==> src/rtl/m_alu_unary_pipe_if.sv <==
// Valid/ready request and result channels of the unary ALU pipe.
// master drives requests and takes results; slave is the ALU side.
interface m_alu_unary_pipe_if #(
    parameter int WIDTH = 32
) ();
    logic             in_valid;
    logic             in_ready;
    logic [WIDTH-1:0] in_data;
    logic [2:0]       in_op;
    logic             out_valid;
    logic             out_ready;
    logic [WIDTH-1:0] out_data;
    logic             out_illegal;

    modport master (
        output in_valid, in_data, in_op, out_ready,
        input  in_ready, out_valid, out_data, out_illegal
    );

    modport slave (
        input  in_valid, in_data, in_op, out_ready,
        output in_ready, out_valid, out_data, out_illegal
    );
endinterface

==> src/rtl/m_alu_unary_pipe.sv <==
// Unary ALU with one-result holding stage; CLZ/POPCNT iterate STEP bits/cycle.
// Define ALU_UNARY_BITCOUNT_EN to build the bit-count ops and COUNT state.
module m_alu_unary_pipe #(
    parameter int WIDTH = 32,
    parameter int STEP  = 4
) (
    input logic              clk,
    input logic              reset,
    m_alu_unary_pipe_if.slave bus
);
    if (STEP < 1 || WIDTH % STEP != 0) begin : g_bad_step
        $error("STEP must divide WIDTH");
    end

    typedef enum logic [1:0] {
        IDLE  = 2'd0,
`ifdef ALU_UNARY_BITCOUNT_EN
        COUNT = 2'd1,
`endif
        HOLD  = 2'd2
    } state_t;

    state_t           state, state_n, target;
    logic             accept;
    logic [WIDTH-1:0] data_q, simple_res;
    logic             illegal_q, simple_ill;

    assign bus.in_ready = !reset &&
        (state == IDLE || (state == HOLD && bus.out_ready));
    assign accept          = bus.in_valid && bus.in_ready;
    assign bus.out_valid   = (state == HOLD);
    assign bus.out_data    = data_q;
    assign bus.out_illegal = illegal_q;

    always_comb begin
        simple_res = '0;
        simple_ill = 1'b0;
        unique case (bus.in_op)
            3'd0: simple_res = bus.in_data;
            3'd1: simple_res = -bus.in_data;
            3'd2: simple_res = ~bus.in_data;
            3'd3: simple_res = '0;
            3'd4: simple_res = bus.in_data[WIDTH-1] ? -bus.in_data
                                                     : bus.in_data;
            default: simple_ill = 1'b1;
        endcase
    end

`ifdef ALU_UNARY_BITCOUNT_EN
    localparam int NCYC = WIDTH / STEP;
    localparam int CW   = (NCYC > 1) ? $clog2(NCYC) : 1;

    logic             cnt_op, is_clz, seen, found;
    logic [CW-1:0]    cnt;
    logic [WIDTH-1:0] shreg, pop, lz, inc;
    logic [STEP-1:0]  chunk;

    assign cnt_op = (bus.in_op == 3'd5) || (bus.in_op == 3'd6);

    // CLZ stops adding once any one has been seen in an earlier chunk
    always_comb begin
        chunk = shreg[WIDTH-1 -: STEP];
        pop   = '0;
        lz    = '0;
        found = 1'b0;
        for (int i = STEP - 1; i >= 0; i--) begin
            pop = pop + WIDTH'(chunk[i]);
            if (chunk[i])
                found = 1'b1;
            else if (!found)
                lz = lz + WIDTH'(1);
        end
        inc = is_clz ? (seen ? '0 : lz) : pop;
    end

    always_comb target = cnt_op ? COUNT : HOLD;
`else
    always_comb target = HOLD;
`endif

    always_ff @(posedge clk) begin
        if (reset)
            state <= IDLE;
        else
            state <= state_n;
    end

    always_comb begin
        state_n = state;
        unique case (state)
            IDLE: if (accept) state_n = target;
`ifdef ALU_UNARY_BITCOUNT_EN
            COUNT: if (cnt == '0) state_n = HOLD;
`endif
            HOLD: if (bus.out_ready) state_n = accept ? target : IDLE;
            default: state_n = IDLE;
        endcase
    end

    always_ff @(posedge clk) begin
        if (reset) begin
            data_q    <= '0;
            illegal_q <= 1'b0;
`ifdef ALU_UNARY_BITCOUNT_EN
            shreg     <= '0;
            cnt       <= '0;
            is_clz    <= 1'b0;
            seen      <= 1'b0;
`endif
        end else if (accept) begin
            data_q    <= simple_res;
            illegal_q <= simple_ill;
`ifdef ALU_UNARY_BITCOUNT_EN
            if (cnt_op) begin
                data_q    <= '0;
                illegal_q <= 1'b0;
                shreg     <= bus.in_data;
                cnt       <= CW'(NCYC - 1);
                is_clz    <= (bus.in_op == 3'd5);
                seen      <= 1'b0;
            end
        end else if (state == COUNT) begin
            data_q <= data_q + inc;
            shreg  <= shreg << STEP;
            cnt    <= cnt - CW'(1);
            seen   <= seen | (|chunk);
`endif
        end
    end
endmodule

==> src/flat_wrapper.sv <==
// flat-port wrapper written by rule: the top's interface ports become plain ports
module m_alu_unary_pipe_flat 
#(
    parameter int WIDTH = 32,
    parameter int STEP  = 4
)
  (clk, reset, bus_in_valid, bus_in_data, bus_in_op, bus_out_ready, bus_in_ready, bus_out_valid, bus_out_data, bus_out_illegal);
  m_alu_unary_pipe_if #(.WIDTH(WIDTH)) bus_i ();
  input logic clk;
  input logic reset;
  input wire logic [$bits(bus_i.in_valid)-1:0] bus_in_valid;
  input wire logic [$bits(bus_i.in_data)-1:0] bus_in_data;
  input wire logic [$bits(bus_i.in_op)-1:0] bus_in_op;
  input wire logic [$bits(bus_i.out_ready)-1:0] bus_out_ready;
  output wire logic [$bits(bus_i.in_ready)-1:0] bus_in_ready;
  output wire logic [$bits(bus_i.out_valid)-1:0] bus_out_valid;
  output wire logic [$bits(bus_i.out_data)-1:0] bus_out_data;
  output wire logic [$bits(bus_i.out_illegal)-1:0] bus_out_illegal;
  assign bus_i.in_valid = bus_in_valid;
  assign bus_i.in_data = bus_in_data;
  assign bus_i.in_op = bus_in_op;
  assign bus_i.out_ready = bus_out_ready;
  assign bus_in_ready = bus_i.in_ready;
  assign bus_out_valid = bus_i.out_valid;
  assign bus_out_data = bus_i.out_data;
  assign bus_out_illegal = bus_i.out_illegal;
  m_alu_unary_pipe #(.WIDTH(WIDTH), .STEP(STEP)) u_core (.clk(clk), .reset(reset), .bus(bus_i));
endmodule
==> config.mk <==
export PLATFORM = sky130hd
export DESIGN_NAME = m_alu_unary_pipe_flat
export DESIGN_NICKNAME = d
export VERILOG_FILES = /design/src/rtl/m_alu_unary_pipe_if.sv /design/src/rtl/m_alu_unary_pipe.sv /design/src/flat_wrapper.sv
export SDC_FILE = /design/constraint.sdc
export NUM_CORES = 1
export LEC_CHECK = 0
export ABC_AREA = 1
export BUFFER_PORTS_ARGS = -buffer_cell sky130_fd_sc_hd__buf_4
export CAP_MARGIN = 20
export CELL_PAD_IN_SITES_DETAIL_PLACEMENT = 1
export CELL_PAD_IN_SITES_GLOBAL_PLACEMENT = 1
export CORE_ASPECT_RATIO = 1.5
export CORE_UTILIZATION = 31
export CTS_CLUSTER_DIAMETER = 100
export CTS_CLUSTER_SIZE = 20
export DETAILED_ROUTE_END_ITERATION = 12
export GPL_TIMING_DRIVEN = 0
export PLACE_DENSITY_LB_ADDON = 0.1
export SYNTH_ARGS = -nofsm -noshare
export SYNTH_HDL_FRONTEND = slang
export SYNTH_SLANG_ARGS = --single-unit
export TNS_END_PERCENT = 5
==> constraint.sdc <==
create_clock -name clk -period 1.6 [get_ports clk]
set_input_delay 0.24 -clock clk [delete_from_list [all_inputs] [get_ports clk]]
set_output_delay 0.24 -clock clk [all_outputs]
set_load 0.02 [all_outputs]
==> impl_metrics.json <==
{
  "crit_type": "reg -> reg",
  "place_hpwl_mm": 8.50,
  "nNetsFinal": 582,
  "worstMarginPinSlew_ns": 0.601,
  "cts_sinks": 34,
  "core_area_mm2": 0.00806,
  "p_leak_nw": 1.59,
  "cap_violations": 0,
  "setup_ws_ns": 0.0356,
  "period_needed_ns": 1.56,
  "dp_cells": 631,
  "path_max_fanout": 5,
  "start_util_pct": 32.3,
  "ys.flop_type": "dfxtp_1",
  "drive_above_1_share_pct": 28.4,
  "fp.dieW_um": 76.9,
  "seqCellArea_um2": 682,
  "multiInputGateArea_mm2": 0.00190,
  "worstHoldPathType": "in -> reg",
  "layout_commonest_cell": "nand2_1",
  "synth_edf_count": 0,
  "antenna_found_initial": 0,
  "finalSetupViolCount": 0,
  "outcome": "finished clean",
  "powerDensity_mw_per_mm2": 760,
  "cts_buffer_depth": 2,
  "arrival_ns": 1.79,
  "synthArstFlopShare_pct": 0,
  "finalClockSkew_ns": 0.00131,
  "insertion_delay_ns": 0.28,
  "synth_cell_type_count": 32,
  "mostFrequentLayoutCells": "nand2_1, buf_4, nor2_1",
  "fill_cells": 1095,
  "wl_mm": 11.0,
  "ys_warn_count": 0,
  "io_buffers": 72,
  "dieArea_mm2": 0.00879,
  "drt_iter0_drc": 96,
  "syn_nets": 495,
  "end_kind": "register",
  "worstSetupStartpointType": "register",
  "cts.root.buffer_cell": "clkbuf_16",
  "ys_top_cells_by_area": "dfxtp_1, nand2_1, nor2_1",
  "rows": 40,
  "hold_viol_final": 0,
  "synth_top_area_cell": "dfxtp_1",
  "ir_drop_mv": 0.407,
  "grt_pass1_wl_mm": 16.8,
  "yosysTopAreaCellShare_pct": 26.1,
  "cts_buffers": 5,
  "diodes": 0,
  "fin_setup_tns_ns": 0,
  "areaGrowthSynthToFinish_pct": 44.6,
  "fin_cells": 647,
  "drc": 0,
  "fin_crit_sh_pct": 97.8,
  "vias": 3305,
  "drv_slew": 0,
  "synthesis.area_mm2": 0.00261,
  "grt_overflow": 0,
  "gp_congestion": 0.907,
  "vias_per_cell": 5.11,
  "die_height_um": 114,
  "dr.pass1.iters": 4,
  "yosysSeqAreaShare_pct": 26.1,
  "syn_avg_cell_area_um2": 5.74,
  "required_ns": 1.82,
  "synth-seq-cells": 34,
  "drtAntennaViolNets": 0,
  "rsz0062_at_grt": "yes",
  "clk_pin_slew_ns": 0.06,
  "dp_slack_ns": -0.594,
  "syn_inst": 454,
  "grt_pass1_vias": 3249,
  "grtUsageTotal_pct": 24.9,
  "grt_max_degree": 12,
  "h-tree-depth": 2,
  "max_freq_mhz": 639,
  "ios": 74,
  "cts_tree": "built",
  "wl_per_cell_um": 17.0,
  "slew-limit-headroom_pct": 59.9
}
-- synth_stat cells, types with 3 or more instances --
library cell / instances
nand2_1: 155
nor2_1: 63
nand3_1: 45
inv_1: 35
a21oi_1: 34
dfxtp_1: 34
o21ai_0: 19
o211ai_1: 13
clkbuf_1: 8
nand4_1: 5
buf_4: 4
o21ai_1: 4
o21bai_1: 4
or2_2: 4
buf_2: 3
-- power breakdown --
group          total [W]  leakage [nW]  switching [W]  internal [W]
Combinational   0.000652          1.22       0.000407      0.000245
Clock            0.00132        0.0971       0.000383      0.000935
Sequential      0.000895         0.276      0.0000162      0.000879
-- flip-flops by register name (all words and copies together) (netlist names) --
register and cells:
u_core.bus.out_illegal 1, u_core.state 1, u_core.bus.out_data 32
-- cell type report --
class	count	share of cell area, %
multi-input cells	366	50.4
flip-flops and latches	34	18.1
clock buffers	6	3.69
repair buffers	80	16.0
well taps	105	3.49
inverters	36	3.69
plain buffers	18	2.99
clock inverters	2	1.59
-- final timing paths --
check        slack, ns  depth (start not counted)                     from                       to
min reg2reg       0.47                          2  u_core.bus.out_data[29]  u_core.bus.out_data[29]
max               0.04                          8          u_core.state[1]   u_core.bus.out_data[6]
max reg2reg       0.04                          8          u_core.state[1]   u_core.bus.out_data[6]
min               0.22                          2                    reset   u_core.bus.out_data[6]
-- cells by family after synthesis --
| kind of cell | Yosys count | synth area share, % |
|---|---|---|
| buffers and inverters | 54 | 9.07 |
| AO/OA/AOI/OAI | 79 | 17.8 |
| AND/OR/NAND/NOR | 285 | 46.1 |
| flip-flops | 34 | 26.1 |
| adder cells (fa/ha/maj) | 2 | 0.960 |
-- worst max-delay path, cell delays in order (launching register included) --
cell and delay (ns):
dfxtp_2 0.32, nand2_2 0.06, inv_2 0.05, nor3_4 0.28, o21ai_2 0.13, a21oi_4 0.23
buf_8 0.20, nand3_4 0.08, a21oi_2 0.14
-- per-stage QoR --
| stage | area [µm²] | util (%) | hold slack (ns) | power, W |
|---|---|---|---|---|
| global placement | 3280 | 40.7 | 0.452 | 0.00149 |
| finish | 3770 | 46.8 | 0.216 | 0.00287 |
| CTS | 3540 | 44.0 | 0.217 | 0.00284 |
| global route | 3770 | 46.8 | 0.224 | 0.00298 |
| detailed placement | 3280 | 40.7 | 0.459 | 0.00151 |
| floorplan | 2610 | - | 0.422 | 0.00123 |
-- routing by layer --
metal	track usage (%)	share of wire, %	wire length, µm
met1	27.0	40	4420
met2	47.6	54	5900
met3	3.11	2.5	279
met4	11.0	3.6	394
met5	0	0	0
-- what timing repair did --
action,CTS,global route
setup endpoints to repair,20,14
pin swaps,1,10
cloned,0,1
hold buffers,0,0
setup buffers,1,6
resized for setup,16,48
Power figures use the tool's default switching activity.
